==> src/rtl/seg_display_driver.sv <==
// seg_display_driver
// Converts the 8-bit count qd into three BCD digits with a sequential
// double-dabble engine. Drives a 4-digit common-anode multiplexed
// seven-segment display with optional leading-zero blanking.
//
// Ports:
//   clk      in   rising-edge clock
//   clear    in   asynchronous active-high reset
//   qd       in   [7:0] unsigned value to display
//   an       out  [3:0] digit anodes, active-low (slot 3 = all dark)
//   seg      out  [6:0] segments {g,f,e,d,c,b,a}, active-low
//   dp       out  decimal point, active-low, held off
//   bcd_out  out  [11:0] {hundreds, tens, ones} currently displayed
//   busy     out  high while a conversion is in flight
module seg_display_driver #(
  parameter int unsigned REFRESH_DIV   = 50000,
  parameter bit          BLANK_LEADING = 1'b1
) (
  input  logic        clk,
  input  logic        clear,
  input  logic [7:0]  qd,
  output logic [3:0]  an,
  output logic [6:0]  seg,
  output logic        dp,
  output logic [11:0] bcd_out,
  output logic        busy
);

  localparam int unsigned BIN_W = 8;
  localparam int unsigned BCD_W = 12;
  localparam int unsigned SR_W  = BCD_W + BIN_W;
  localparam int unsigned CNT_W = $clog2(REFRESH_DIV);
  localparam logic [CNT_W-1:0] CNT_TERM = CNT_W'(REFRESH_DIV - 1);
  localparam logic [6:0] SEG_BLANK = 7'b1111111;

  typedef enum logic [1:0] {
    S_IDLE  = 2'd0,
    S_SHIFT = 2'd1,
    S_LOAD  = 2'd2
  } state_t;

  // Active-low glyphs; non-decimal nibbles render as blank.
  function automatic logic [6:0] seg_decode(input logic [3:0] d);
    logic [6:0] s;
    case (d)
      4'd0:    s = 7'b1000000;
      4'd1:    s = 7'b1111001;
      4'd2:    s = 7'b0100100;
      4'd3:    s = 7'b0110000;
      4'd4:    s = 7'b0011001;
      4'd5:    s = 7'b0010010;
      4'd6:    s = 7'b0000010;
      4'd7:    s = 7'b1111000;
      4'd8:    s = 7'b0000000;
      4'd9:    s = 7'b0010000;
      default: s = SEG_BLANK;
    endcase
    return s;
  endfunction

  state_t              r_state;
  logic [SR_W-1:0]     r_sr;
  logic [2:0]          r_iter;
  logic [BIN_W-1:0]    r_cap;
  logic [BIN_W-1:0]    r_shown;
  logic [BCD_W-1:0]    r_bcd;
  logic                r_busy;
  logic [CNT_W-1:0]    r_refresh;
  logic [1:0]          r_slot;
  logic [3:0]          r_an;
  logic [6:0]          r_seg;

  logic [SR_W-1:0]     w_adj;
  logic                w_blank_hund;
  logic                w_blank_tens;
  logic [3:0]          w_an_nxt;
  logic [6:0]          w_seg_nxt;

  // Add-3 correction on every BCD nibble >= 5 before the shift.
  always_comb begin
    w_adj = r_sr;
    for (int i = 0; i < 3; i++) begin
      if (r_sr[BIN_W + 4*i +: 4] >= 4'd5)
        w_adj[BIN_W + 4*i +: 4] = r_sr[BIN_W + 4*i +: 4] + 4'd3;
    end
  end

  // Conversion FSM: IDLE compares, SHIFT runs 8 iterations, LOAD publishes.
  always_ff @(posedge clk or posedge clear) begin
    if (clear) begin
      r_state <= S_IDLE;
      r_sr    <= '0;
      r_iter  <= '0;
      r_cap   <= '0;
      r_shown <= '0;
      r_bcd   <= '0;
      r_busy  <= 1'b0;
    end else begin
      case (r_state)
        S_IDLE: begin
          if (qd != r_shown) begin
            r_sr    <= {BCD_W'(0), qd};
            r_cap   <= qd;
            r_iter  <= '0;
            r_state <= S_SHIFT;
            r_busy  <= 1'b1;
          end
        end
        S_SHIFT: begin
          r_sr   <= {w_adj[SR_W-2:0], 1'b0};
          r_iter <= r_iter + 3'd1;
          if (r_iter == 3'd7) r_state <= S_LOAD;
        end
        S_LOAD: begin
          r_bcd   <= r_sr[SR_W-1:BIN_W];
          r_shown <= r_cap;
          r_state <= S_IDLE;
          r_busy  <= 1'b0;
        end
        default: begin
          r_state <= S_IDLE;
          r_busy  <= 1'b0;
        end
      endcase
    end
  end

  // Hundreds blank at zero; tens blank only when hundreds is also zero.
  assign w_blank_hund = BLANK_LEADING && (r_bcd[11:8] == 4'd0);
  assign w_blank_tens = w_blank_hund && (r_bcd[7:4] == 4'd0);

  // Next anode/segment pattern from the current slot and published digits.
  always_comb begin
    w_an_nxt  = 4'b1111;
    w_seg_nxt = SEG_BLANK;
    case (r_slot)
      2'd0: begin
        w_an_nxt  = 4'b1110;
        w_seg_nxt = seg_decode(r_bcd[3:0]);
      end
      2'd1: begin
        w_an_nxt  = 4'b1101;
        w_seg_nxt = w_blank_tens ? SEG_BLANK : seg_decode(r_bcd[7:4]);
      end
      2'd2: begin
        w_an_nxt  = 4'b1011;
        w_seg_nxt = w_blank_hund ? SEG_BLANK : seg_decode(r_bcd[11:8]);
      end
      default: begin
        w_an_nxt  = 4'b1111;
        w_seg_nxt = SEG_BLANK;
      end
    endcase
  end

  // Refresh timer, slot rotation and registered display outputs.
  always_ff @(posedge clk or posedge clear) begin
    if (clear) begin
      r_refresh <= '0;
      r_slot    <= '0;
      r_an      <= 4'b1111;
      r_seg     <= SEG_BLANK;
    end else begin
      if (r_refresh == CNT_TERM) begin
        r_refresh <= '0;
        r_slot    <= r_slot + 2'd1;
      end else begin
        r_refresh <= r_refresh + CNT_W'(1);
      end
      r_an  <= w_an_nxt;
      r_seg <= w_seg_nxt;
    end
  end

  assign an      = r_an;
  assign seg     = r_seg;
  assign dp      = 1'b1;
  assign bcd_out = r_bcd;
  assign busy    = r_busy;

endmodule

==> config.mk <==
export PLATFORM = sky130hd
export DESIGN_NAME = seg_display_driver
export DESIGN_NICKNAME = d
export VERILOG_FILES = /design/src/rtl/seg_display_driver.sv
export SDC_FILE = /design/constraint.sdc
export NUM_CORES = 1
export LEC_CHECK = 0
export BUFFER_PORTS_ARGS = -buffer_cell sky130_fd_sc_hd__buf_4
export CAP_MARGIN = 20
export CORE_ASPECT_RATIO = 1.1
export CORE_MARGIN = 1
export CORE_UTILIZATION = 60
export CTS_BUF_LIST = sky130_fd_sc_hd__clkbuf_16
export CTS_CLUSTER_DIAMETER = 120
export DETAILED_ROUTE_END_ITERATION = 6
export PLACE_DENSITY = 0.81
export SLEW_MARGIN = 20
export SYNTH_ARGS = -nofsm -noshare
export SYNTH_HDL_FRONTEND = slang
export SYNTH_SLANG_ARGS = --single-unit
==> constraint.sdc <==
create_clock -name clk -period 3.2 [get_ports clk]
set_input_delay 0.64 -clock clk [delete_from_list [all_inputs] [get_ports clk]]
set_output_delay 0.64 -clock clk [all_outputs]
set_load 0.1 [all_outputs]
* Yosys cells after proc, flatten, opt, wreduce, memory -nomap -nowiden *
Memory sizes are Yosys's and may differ from the RTL's.
Cells that the tools add are included.
W data, S select, Z words.

operators by class
  add/subtract/negate cells = 6
  order comparisons = 3
  equal/unequal tests = 9
  multiplexer cells = 17
  bitwise gates (word level) = 1
  reductions and logical operators = 10

operator list
  operator                 number
  $pmux W20 S2             1
  $pmux W7 S3              1
  $mux W20                 1
  $add A16 B1 Y16 const B  1
  $eq A16 B16 Y1 const B   1
  $mux W16                 1
  $mux W7                  2
  $ge A4 B3 Y1 const B     3
  $pmux W3 S3              1
  $add A4 B2 Y4 const B    2
  $logic_not A4 Y1         2
  $mux W4                  2
  $ne A8 B8 Y1             1
  $reduce_and A2 Y1        4
  $mux W3                  2
  $pmux W3 S2              1
  $eq A2 B1 Y1 const B     2
  $eq A2 B2 Y1 const B     2
  $logic_not A2 Y1         2
  $mux W2                  2
  $ne A2 B2 Y1 const B     2
  $pmux W2 S2              1
  $add A3 B1 Y3 const B    1
  $add A3 B2 Y3 const B    1
  7 further kinds          7

storage, ports and cells
  flip-flop bits (word level) = 83
  memory bits (read-only) = 336
  input port bits = 10
  output and inout bits = 25
  logic and storage cells = 60
  memories kept = 3

memory list
  memory           words  width  read ports  clocked after memory_dff  wr ports  line  text
  (no name shown)  16     7      1           0                         0         45    case (d)
  (no name shown)  16     7      1           0                         0         45
  (no name shown)  16     7      1           0                         0         45

* Depth between registers and ports, before layout *
Gate-level depths: netlist of run 1.

  depth in word-level cells = 4
  depth in mapped cells = 6
  gate-level depth less buffers = 6

* Worst setup path before layout of run 1 *
No wires, ideal clock.

  path type = register -> register
  from = register r_bcd[1], in the netlist bcd_out[1]
  to = register r_seg[1], in the netlist seg[1]
  data arrival time = 2.160 ns
  data required time = 3.108 ns
  slack = 0.948 ns
  stages on the path, launching flop included = 7
  buffers on the path = 0
  period minus slack after synthesis = 2.252 ns
  cells stage by stage = dfrtp_1 > inv_1 > ha_1 > o21ai_0 > o21ai_0 > a221oi_1 > o21ai_0

between the ends
  longest elaborated chain between the ends = 2

ends and longest elaborated chain
  item                    line  text
  from (decl)             66    logic [BCD_W-1:0] r_bcd;
  from (signal assigned)  115   r_bcd <= r_sr[SR_W-1:BIN_W];
  $mem_v2 Z16 W7          n/a
  $pmux W7 S3             136   case (r_slot)
  named net w_seg_nxt[1]  77    logic [6:0] w_seg_nxt;
  to (signal assigned)    171   r_seg <= w_seg_nxt;
  to (decl)               71    logic [6:0] r_seg;

The timed path passes the listed nets, and every way through them passes these cells.
A chain may end at the register's enable or synchronous reset.

* Final worst setup path of run 1 *
  from = register r_refresh[7]
  to = register r_refresh[9]

between the ends
  longest elaborated chain between the ends = 2

ends and longest elaborated chain
  item                                               line      text
  from (decl)                                        68        logic [CNT_W-1:0] r_refresh;
  from (signal assigned)                             168       r_refresh <= r_refresh + CNT_W'(1);
  $add A16 B1 Y16 or $eq A16 B16 Y1 (tied branches)  168, 164
  $mux W16 (*)                                       164       if (r_refresh == CNT_TERM) begin

Mark *: on every way between the ends. The rest lies on a longest branch, timed or not.

==> results of run 1 <==
-- per-stage QoR --
step,cells,power [W],area (µm²)
finish,530,0.00532,4960
global route,530,0.00562,4960
CTS,530,0.00534,4960
detailed placement,514,0.00425,4650
global placement,514,0.00417,4650
floorplan,414,0.00376,4380
-- flip-flops by register name, summed over array words and instances, names as in the netlist --
register and count:
r_slot 2, r_refresh 16, r_iter 3, an 3, busy 1, seg 7
bcd_out 12, r_sr 20, r_shown 8, r_cap 8, r_state 2
-- power by group through the flow --
stage	logic [W]	registers [W]	clock network, W
CTS	0.00249	0.00177	0.00108
finish	0.00248	0.00177	0.00107
global placement	0.00241	0.00176	0
global route	0.00267	0.00183	0.00112
floorplan	0.00130	0.00246	0
detailed placement	0.00247	0.00178	0
-- cell usage in the layout, fill, tap and decap left out, types with 3 or more instances in the layout --
cell type	n
sky130_fd_sc_hd__a21oi_1	18
sky130_fd_sc_hd__a221o_1	7
sky130_fd_sc_hd__a31oi_1	5
sky130_fd_sc_hd__and2_1	11
sky130_fd_sc_hd__and4_1	3
sky130_fd_sc_hd__buf_4	34
sky130_fd_sc_hd__clkbuf_16	9
sky130_fd_sc_hd__dfrtp_1	72
sky130_fd_sc_hd__dfstp_2	10
sky130_fd_sc_hd__ha_1	32
sky130_fd_sc_hd__inv_1	25
sky130_fd_sc_hd__mux2_2	26
sky130_fd_sc_hd__nand2_1	33
sky130_fd_sc_hd__nand2b_1	14
sky130_fd_sc_hd__nand3_1	10
sky130_fd_sc_hd__nand4_1	5
sky130_fd_sc_hd__nor2_1	17
sky130_fd_sc_hd__nor2b_1	5
sky130_fd_sc_hd__nor4b_1	3
sky130_fd_sc_hd__o21ai_0	32
sky130_fd_sc_hd__o22ai_1	7
sky130_fd_sc_hd__xnor2_1	18
sky130_fd_sc_hd__xor2_1	7
-- worst register-to-register path, cell delays in order (launching register included) --
cell and delay [ns]:
sky130_fd_sc_hd__dfrtp_1 0.41, sky130_fd_sc_hd__or4b_4 0.56, sky130_fd_sc_hd__nor4_4 0.62, sky130_fd_sc_hd__nand3b_1 0.19
sky130_fd_sc_hd__o211ai_1 0.08
-- area by class of cell --
| class | count | area (µm²) | area share |
|---|---|---|---|
| clock inverter | 7 | 87.6 | 0.0177 |
| inverter | 24 | 91.3 | 0.0184 |
| clock buffer | 9 | 225 | 0.0454 |
| multi-input combinational | 289 | 2130 | 0.429 |
| tap | 85 | 106 | 0.0214 |
| timing repair buffer | 34 | 255 | 0.0515 |
| sequential | 82 | 2060 | 0.416 |
-- metal layers --
layer	share of wire	GRT usage	vias up	wire length, µm
met5	0	0	-	0
met4	0.016	0.0991	0	131
met3	0.030	0.0355	10	252
met2	0.51	0.397	58	4250
met1	0.44	0.283	1514	3660
li1	-	-	1483	-
-- how the worst min path moves through the flow --
| stage | cells past startpoint | endpoint | slack [ns] | startpoint |
|---|---|---|---|---|
| 2_1_floorplan | 1 | r_refresh[0] | 0.42 | r_refresh[0] |
| 3_3_place_gp | 1 | r_refresh[0] | 0.44 | r_refresh[0] |
| 3_5_place_dp | 1 | r_refresh[0] | 0.45 | r_refresh[0] |
| 4_1_cts | 2 | r_refresh[8] | 0.47 | clear |
| 5_1_grt | 1 | r_refresh[0] | 0.49 | r_refresh[0] |
| 6_report | 2 | r_refresh[6] | 0.43 | clear |
-- kinds of logic after synthesis --
group                      after synthesis  share of synthesized area
AOI/OAI and AO/OA                       89                      0.130
xor gates and xnor gates                25                     0.0501
adders and majority gates               32                     0.0916
buffers and inverters                   43                     0.0415
DFF                                     82                      0.472
muxes                                   27                     0.0693
other                                    1                   0.000858
and+or+nand+nor                        114                      0.145
==> impl_summary.log, run 1 <==
[metrics] post-route ant nets: 0
[metrics] startpoint-to-endpoint class of the critical path: reg2reg
[metrics] HP Class: in2async
[metrics] synthesis-stage register bit count: 82
[metrics] TNS Setup: 0 ns
[metrics] total setup buffers inserted after CTS: 0
[metrics] final worst path period need: 1.98 ns
[metrics] crit end category: register
[metrics] Synth area leaders: sky130_fd_sc_hd__dfrtp_1 (41%), sky130_fd_sc_hd__ha_1 (9.2%), sky130_fd_sc_hd__mux2_2 (6.7%)
[metrics] critical register-to-register path endpoint: r_refresh[9]
[metrics] average instance area after synthesis: 10.6 µm²
[metrics] core outline area: 0.00705 mm²
[metrics] die extent in y: 91.5 µm
[metrics] Worst-Skew Late Latency: 0.33 ns
[metrics] count of flip-flops with a built-in enable after synthesis: 0
[metrics] total inserted antenna cells: 0
[metrics] kind of launch point of the worst setup path: register
[metrics] Max Fclk: 0.506 GHz
[metrics] clk_skew: 0.00908 ns
[metrics] global route total overflow: 0
[metrics] cts hold-fix bufs: 0
[metrics] most used standard cells in the synthesized netlist: sky130_fd_sc_hd__dfrtp_1 (72), sky130_fd_sc_hd__nand2_1 (33), sky130_fd_sc_hd__ha_1 (32), sky130_fd_sc_hd__o21ai_0 (32), sky130_fd_sc_hd__mux2_2 (26)
[metrics] Post-Route WL: 8.29 mm
[metrics] number of failing hold endpoints at the final stage: 0
[metrics] final cycle utilization of the critical path: 0.618
[metrics] proportion of power drawn by the clock network: 0.200
[metrics] RSZ-0062 raised after global routing: no
[metrics] number of CTS-inserted buffers: 9
[metrics] number of max-slew violations in the final report: 0
[metrics] Synth-to-Final Area Change: 13.5%
[metrics] combinational group share of total power: 0.467
[metrics] longest individual stage delay on the worst path: 0.62 ns
[metrics] number of port buffers: 32
[metrics] number of antenna violations at the first check in global routing: 0
[metrics] post-synthesis sequential area ratio: 0.472
[metrics] global placer's final weighted congestion: 0.867
[metrics] Seq pwr share: 0.332
[metrics] Pwr Density: 1070 mW/mm²
[metrics] start point of the critical path: r_refresh[7]
[metrics] launch point of the worst reg-to-reg path: r_refresh[7]
[metrics] fraction of final layout cells with drive strength greater than 1: 0.202
[metrics] peak supply drop: 0.00110 V
[metrics] CP Depth: 4
[metrics] Critical path buffers and inverters: 0
[metrics] row count: 32
[metrics] capturing instance or port of the critical path: r_refresh[9]
[metrics] cell-internal power: 0.00293 W
[metrics] number of search-and-repair iterations in the first detailed-routing pass: 4
[metrics] synthesized netlist cell count: 413
[metrics] TritonCTS clock tree: yes
[metrics] post-route worst hold slack: 0.431 ns
[metrics] sw frac: 0.448
[metrics] Clk Tree Root Cell: sky130_fd_sc_hd__clkbuf_16
[metrics] Top Ports: 35
[metrics] via count of the first global-routing pass: 2954
[metrics] pre-CTS setup slack: 0.953 ns
[metrics] number of remaining DRC errors: 0
[metrics] layout filler cell count: 515
[metrics] reg-to-reg slack, setup: 1.22 ns
[metrics] via count: 3065
[metrics] reg2reg path depth: 4
[metrics] Worst Tran Pin Value: 1.11 ns
[metrics] number of nets in the final layout: 482
[metrics] effective utilization at floorplan: 0.620
[metrics] post-cts repair resize count: 0
[metrics] critical path fanouts, max: 12
[metrics] run status: complete, no violations
[metrics] Post-synth ARST share: 1.00
[metrics] total clock sinks: 82
[metrics] pin count of the biggest net entering global routing: 47
[metrics] total global routing track utilization: 0.229
[metrics] number of DRC markers after the initial detailed-route iteration: 157
[metrics] post-route worst setup slack: 1.22 ns
[metrics] share of the synthesized area in the top cell type: 0.412
[metrics] Worst path slowest cell: sky130_fd_sc_hd__nor4_4
[metrics] hpwl dp: 5.60 mm
[metrics] Avg WL per Cell: 15.6 µm
[metrics] DR vias/cell: 5.78
[metrics] cell area after technology mapping: 0.00437 mm²
[metrics] prevailing post-synth register cell: sky130_fd_sc_hd__dfrtp_1
[metrics] count of maximum capacitance violations: 0
[metrics] required time of the critical path: 3.40 ns
[metrics] Die Footprint: 0.00763 mm²
[metrics] utilization after layout: 0.704
[metrics] Leak Pwr: 2.20 nW
[metrics] Arr. time, crit path: 2.18 ns
[metrics] first-pass GRT wire length: 13.7 mm
[metrics] htree depth: 3
[metrics] number of failing setup endpoints in the final timing report: 0
[metrics] Bufs on Longest Clock Path: 2
[metrics] most common cell in the netlist: sky130_fd_sc_hd__dfrtp_1
[metrics] width of the die: 83.4 µm
[metrics] leading area contributor after synthesis: sky130_fd_sc_hd__dfrtp_1
[metrics] cell chain of the critical path: or4b_4 > nor4_4 > nand3b_1 > o211ai_1
[metrics] Synth warnings: 0
[metrics] switching power of the nets: 0.00238 W
[metrics] clock-pin slew on the worst setup and hold paths: 0.06 ns
[metrics] number of distinct library cells after synthesis: 53
[metrics] relative slew slack: 0.260
[metrics] crit-path leading delay family: simple AND/OR/NAND/NOR gates
No activity file was read; power rests on OpenSTA's default activity.
==> run 2: changes to the inputs <==
--- a/config.mk
+++ b/config.mk
@@ -9,11 +9,11 @@
 export CAP_MARGIN = 20
 export CORE_ASPECT_RATIO = 1.1
 export CORE_MARGIN = 1
-export CORE_UTILIZATION = 60
+export CORE_UTILIZATION = 54
 export CTS_BUF_LIST = sky130_fd_sc_hd__clkbuf_16
 export CTS_CLUSTER_DIAMETER = 120
 export DETAILED_ROUTE_END_ITERATION = 6
-export PLACE_DENSITY = 0.81
+export PLACE_DENSITY = 0.77
 export SLEW_MARGIN = 20
 export SYNTH_ARGS = -nofsm -noshare
 export SYNTH_HDL_FRONTEND = slang
==> constraint.sdc (replaced) <==
create_clock -name clk -period 1.7 [get_ports clk]
set_input_delay 0.34 -clock clk [delete_from_list [all_inputs] [get_ports clk]]
set_output_delay 0.34 -clock clk [all_outputs]
set_load 0.1 [all_outputs]
==> run 2 against run 1 <==
Against the previous run: the flow now finishes with violations (setup timing); clock power increased by 78%; worst setup slack got worse by 1.2 ns; non-clock buffer count increased by 38; count of clock-buffer cells in the layout unchanged; first-iteration DRC count increased by 7.6%; total power increased by 100%; clock skew decreased by 0.0035 ns; critical path type unchanged; critical endpoint is now seg[3].
==> impl_summary.log, run 2 (same netlist as run 1, synthesis figures left out) <==
[metrics] via count: 3282
[metrics] number of nets in the final layout: 520
[metrics] Pwr Density: 1970 mW/mm²
[metrics] width of the die: 87.8 µm
[metrics] post-route worst setup slack: -0.00393 ns
[metrics] TNS Setup: -0.00785 ns
[metrics] total inserted antenna cells: 0
[metrics] total clock sinks: 82
[metrics] htree depth: 3
[metrics] Final Instance Count excl. Fillers: 590
[metrics] Synth-to-Final Area Change: 25.1%
[metrics] Worst-Skew Late Latency: 0.33 ns
[metrics] via count of the first global-routing pass: 3132
[metrics] count of maximum capacitance violations: 0
[metrics] pre-CTS setup slack: -0.0282 ns
[metrics] number of failing setup endpoints in the final timing report: 2
[metrics] number of CTS-inserted buffers: 9
[metrics] number of DRC markers after the initial detailed-route iteration: 169
[metrics] hpwl dp: 6.02 mm
[metrics] RSZ-0062 raised after global routing: yes
[metrics] utilization after layout: 0.695
[metrics] TritonCTS clock tree: yes
[metrics] Worst Tran Pin Value: 0.603 ns
[metrics] number of port buffers: 32
[metrics] final cycle utilization of the critical path: 1.00
[metrics] Arr. time, crit path: 1.97 ns
[metrics] number of antenna violations at the first check in global routing: 0
[metrics] final worst path period need: 1.70 ns
[metrics] pin count of the biggest net entering global routing: 75
[metrics] Clk Tree Root Cell: sky130_fd_sc_hd__clkbuf_16
[metrics] Max Fclk: 0.587 GHz
[metrics] placed cells: 566
[metrics] crit end category: register
[metrics] number of max-slew violations in the final report: 0
[metrics] kind of launch point of the worst setup path: register
[metrics] peak supply drop: 0.00114 V
[metrics] Reg with most FFs: r_sr
[metrics] DR vias/cell: 5.56
[metrics] number of failing hold endpoints at the final stage: 0
[metrics] Leak Pwr: 2.45 nW
[metrics] core outline area: 0.00787 mm²
[metrics] number of search-and-repair iterations in the first detailed-routing pass: 5
[metrics] total global routing track utilization: 0.223
[metrics] global route total overflow: 0
[metrics] Design Power: 0.0108 W
[metrics] Top Ports: 35
[metrics] HP Class: in2reg
[metrics] Bufs on Longest Clock Path: 2
[metrics] violated checks: setup timing
[metrics] run status: complete, but fails checks
[metrics] effective utilization at floorplan: 0.555
[metrics] Die Footprint: 0.00846 mm²
[metrics] die extent in y: 96.4 µm
[metrics] row count: 34
[metrics] commonest non-fill, non-tap cell in the layout: sky130_fd_sc_hd__buf_4
[metrics] critical path fanouts, max: 5
[metrics] post-route ant nets: 0
[metrics] number of remaining DRC errors: 0
[metrics] relative slew slack: 0.596
[metrics] required time of the critical path: 1.97 ns
[metrics] clock-pin slew on the worst setup and hold paths: 0.06 ns
[metrics] first-pass GRT wire length: 14.4 mm
[metrics] clk_skew: 0.00559 ns
[metrics] most used cells in the layout excluding fill and tap cells: sky130_fd_sc_hd__buf_4 (64), sky130_fd_sc_hd__dfrtp_1 (61), sky130_fd_sc_hd__nand2_1 (32), sky130_fd_sc_hd__ha_1 (30), sky130_fd_sc_hd__o21ai_0 (28)
[metrics] Post-Route WL: 8.86 mm
[metrics] Avg WL per Cell: 15.0 µm
[metrics] startpoint-to-endpoint class of the critical path: reg2reg
[metrics] max reg flops: 20
[metrics] fraction of final layout cells with drive strength greater than 1: 0.326
[metrics] global placer's final weighted congestion: 0.846
run 2: cell count changes in the layout (fill, tap and decap cells not counted), moves of 5 or more:
cell,previous run,this run
sky130_fd_sc_hd__mux2_4,0,8
sky130_fd_sc_hd__buf_4,34,64
sky130_fd_sc_hd__a21oi_1,18,13
sky130_fd_sc_hd__dfrtp_1,72,61
sky130_fd_sc_hd__mux2_2,26,18
sky130_fd_sc_hd__dfrtp_4,0,7
sky130_fd_sc_hd__a21oi_2,0,5
run 2: final cells by class:
type	instances	area [µm²]
timing repair buffer	72	596
clock inverter	6	65.1
tap	108	135
multi-input combinational	289	2250
inverter	24	98.8
fill	563	2400
clock buffer	9	225
sequential	82	2100
run 2: per-layer routing:
layer | global-route usage | wire length, µm | vias to the layer above
met1 | 0.292 | 3940 | 1612
met5 | 0 | 0 | -
met2 | 0.364 | 4480 | 82
met4 | 0.0984 | 130 | 0
li1 | - | - | 1572
met3 | 0.0377 | 309 | 16
run 2: metrics by stage:
step	hold WS (ns)	instance area, µm²
5_1_grt	0.259	5470
6_report	0.267	5470
4_1_cts	0.255	5370
2_1_floorplan	0.422	4450
3_3_place_gp	0.287	5000
3_5_place_dp	0.287	5000
run 2: power breakdown:
group / switching, W / internal (W)
Sequential: 0.000578 / 0.00272
Clock: 0.000766 / 0.00113
Combinational: 0.00346 / 0.00210
run 2: path summary, 6_finish.rpt:
| kind | cells past startpoint | slack, ns | to | from |
|---|---|---|---|---|
| hold reg to reg | 1 | 0.46 | r_refresh[0] | r_refresh[0] |
| hold / removal | 2 | 0.27 | r_cap[0] | qd[0] |
| max in group asynchronous | 4 | 0.55 | an[1] | clear |
| setup / recovery | 7 | -0.004 | seg[3] | bcd_out[5] |
| min in group asynchronous | 3 | 0.50 | r_sr[16] | clear |
| setup reg to reg | 7 | -0.004 | seg[3] | bcd_out[5] |
run 2: worst max-delay path, cell delays in order, from the launching register on:
cell,delay [ns]
sky130_fd_sc_hd__dfrtp_4,0.48
sky130_fd_sc_hd__inv_4,0.07
sky130_fd_sc_hd__ha_4,0.12
sky130_fd_sc_hd__or4b_4,0.48
sky130_fd_sc_hd__o2bb2ai_4,0.21
sky130_fd_sc_hd__buf_6,0.13
sky130_fd_sc_hd__o21ai_2,0.05
sky130_fd_sc_hd__nand3_1,0.10
run 2: what timing repair did:
item / in CTS / in global routing
pin swaps: 5 / 16
setup endpoints to repair: 11 / 23
buffers inserted: 6 / 2
hold endpoints to repair: 8 / 0
hold buffers: 1 / 0
gates resized for setup: 5 / 25
==> run 3: changes to the inputs <==
--- a/config.mk
+++ b/config.mk
@@ -5,7 +5,7 @@
 export SDC_FILE = /design/constraint.sdc
 export NUM_CORES = 1
 export LEC_CHECK = 0
-export BUFFER_PORTS_ARGS = -buffer_cell sky130_fd_sc_hd__buf_4
+export BUFFER_PORTS_ARGS = -buffer_cell sky130_fd_sc_hd__buf_2
 export CAP_MARGIN = 20
 export CORE_ASPECT_RATIO = 1.1
 export CORE_MARGIN = 1
==> run 3 against run 2 <==
Against the previous run: critical path type unchanged; the run still ends with setup timing left; critical path depth fell by 1; combinational power fell by 3.8%; sequential power barely moved; utilization fell by 1.3 points; non-clock buffer count fell by 1; clock power barely moved; largest cell class unchanged; final cell count did not move; design area fell by 1.8%; sequential share of layout area rose by 0.71 points; total power fell by 2.1%.
==> impl_summary.log, run 3 (same netlist as run 1, synthesis figures left out) <==
[metrics] run status: complete, but fails checks
[metrics] violated checks: setup timing
[metrics] count of maximum capacitance violations: 0
[metrics] HP Class: in2async
[metrics] Synth-to-Final Area Change: 22.8%
[metrics] commonest non-fill, non-tap cell in the layout: sky130_fd_sc_hd__dfrtp_1
[metrics] total clock sinks: 82
[metrics] Worst path slowest cell: sky130_fd_sc_hd__dfrtp_4
[metrics] effective utilization at floorplan: 0.555
[metrics] most used cells in the layout excluding fill and tap cells: sky130_fd_sc_hd__dfrtp_1 (61), sky130_fd_sc_hd__buf_4 (34), sky130_fd_sc_hd__nand2_1 (32), sky130_fd_sc_hd__ha_1 (31), sky130_fd_sc_hd__buf_2 (31)
[metrics] number of CTS-inserted buffers: 9
[metrics] Post-Route WL: 8.63 mm
[metrics] TritonCTS clock tree: yes
[metrics] via count of the first global-routing pass: 3064
[metrics] kind of launch point of the worst setup path: register
[metrics] number of search-and-repair iterations in the first detailed-routing pass: 6
[metrics] RSZ-0062 raised after global routing: yes
[metrics] fraction of final layout cells with drive strength greater than 1: 0.328
[metrics] Pwr Density: 1960 mW/mm²
[metrics] crit-path leading delay family: flip-flops
[metrics] startpoint-to-endpoint class of the critical path: reg2reg
[metrics] cts hold-fix bufs: 0
[metrics] number of port buffers: 32
[metrics] crit end category: register
[metrics] DR vias/cell: 5.39
[metrics] total inserted antenna cells: 0
[metrics] pin count of the biggest net entering global routing: 83
[metrics] TNS Setup: -0.0334 ns
[metrics] Die Footprint: 0.00846 mm²
[metrics] final cycle utilization of the critical path: 1.01
[metrics] number of failing hold endpoints at the final stage: 0
[metrics] number of antenna violations at the first check in global routing: 0
[metrics] global route total overflow: 0
[metrics] critical register-to-register path endpoint: seg[2]
[metrics] peak supply drop: 0.00106 V
[metrics] required time of the critical path: 1.95 ns
[metrics] post-place instance area: 0.00494 mm²
[metrics] number of remaining DRC errors: 0
[metrics] total global routing track utilization: 0.221
[metrics] reg-to-reg slack, setup: -0.02 ns
[metrics] Reg with most FFs: r_sr
[metrics] post-route worst hold slack: 0.113 ns
[metrics] Arr. time, crit path: 1.97 ns
[metrics] longest individual stage delay on the worst path: 0.50 ns
[metrics] Design Power: 0.0105 W
[metrics] first-pass GRT wire length: 14.3 mm
[metrics] clk_skew: 0.00766 ns
[metrics] core outline area: 0.00787 mm²
[metrics] post-route worst setup slack: -0.0163 ns
[metrics] Final Instance Area: 0.00537 mm²
[metrics] cell chain of the critical path: inv_4 > ha_4 > or4b_4 > o2bb2ai_4 > a21oi_2 > o2111ai_2
[metrics] Worst-Skew Late Latency: 0.33 ns
[metrics] Leak Pwr: 2.41 nW
[metrics] final worst path period need: 1.72 ns
[metrics] Clk Tree Root Cell: sky130_fd_sc_hd__clkbuf_16
[metrics] reg2reg path depth: 6
[metrics] Top Ports: 35
[metrics] relative slew slack: 0.621
[metrics] row count: 34
[metrics] number of failing setup endpoints in the final timing report: 3
[metrics] via count: 3179
[metrics] width of the die: 87.8 µm
[metrics] layout filler cell count: 580
[metrics] Avg WL per Cell: 14.6 µm
[metrics] Bufs on Longest Clock Path: 2
[metrics] launch point of the worst reg-to-reg path: bcd_out[5]
[metrics] number of DRC markers after the initial detailed-route iteration: 159
[metrics] Max Fclk: 0.583 GHz
[metrics] die extent in y: 96.4 µm
[metrics] clock-pin slew on the worst setup and hold paths: 0.06 ns
[metrics] global placer's final weighted congestion: 0.787
[metrics] pre-CTS setup slack: -0.0106 ns
[metrics] max reg flops: 20
[metrics] critical path fanouts, max: 6
[metrics] Critical path buffers and inverters: 1
[metrics] Worst Tran Pin Value: 0.565 ns
[metrics] number of max-slew violations in the final report: 0
[metrics] post-route ant nets: 0
[metrics] number of nets in the final layout: 519
[metrics] htree depth: 3
[metrics] hpwl dp: 6.10 mm
## run 3: per-stage QoR
stage / util / std cells
after CTS: 0.668 / 587
after detailed placement: 0.628 / 571
after floorplan: - / 414
final: 0.682 / 590
after global placement: 0.628 / 571
after global routing: 0.682 / 590
## run 3: per-layer routing
layer | vias up | part of all wire | GRT usage
met3 | 10 | 0.027 | 0.0429
met5 | - | 0 | 0
met1 | 1549 | 0.46 | 0.294
met4 | 0 | 0.012 | 0.0779
li1 | 1568 | - | -
met2 | 52 | 0.50 | 0.362
## run 3: worst max path at each step
| stage | startpoint | depth (start not counted) | to | slack [ns] |
|---|---|---|---|---|
| 2_1_floorplan | bcd_out[5] | 6 | seg[2] | -0.09 |
| 3_3_place_gp | bcd_out[5] | 6 | seg[5] | 0.02 |
| 3_5_place_dp | qd[1] | 6 | r_sr[8] | -0.01 |
| 4_1_cts | bcd_out[5] | 6 | seg[2] | -0.007 |
| 5_1_grt | bcd_out[5] | 6 | seg[2] | -0.10 |
| 6_report | bcd_out[5] | 6 | seg[2] | -0.02 |
## run 3: layout make-up
cell class,count,area [µm²],area share
clock buffers,9,225,0.0420
clock inverters,7,68.8,0.0128
inverters,24,98.8,0.0184
multi-input cells,289,2250,0.419
flip-flops and latches,82,2100,0.390
well taps,108,135,0.0252
repair buffers,71,495,0.0923
## run 3: power by group
part	switching (W)	total [W]	internal, W
Sequential	0.000561	0.00328	0.00272
Clock	0.000767	0.00190	0.00113
Combinational	0.00342	0.00535	0.00193
## run 3: what timing repair did
item / CTS / global route
buffers inserted: 0 / 3
resized for setup: 4 / 25
endpoints found under the setup margin: 9 / 33
pin swaps: 0 / 5
## run 3: worst min-delay path: stages
cell                         delay [ns]
sky130_fd_sc_hd__buf_2             0.11
sky130_fd_sc_hd__clkinvlp_4        0.07
sky130_fd_sc_hd__buf_12            0.34
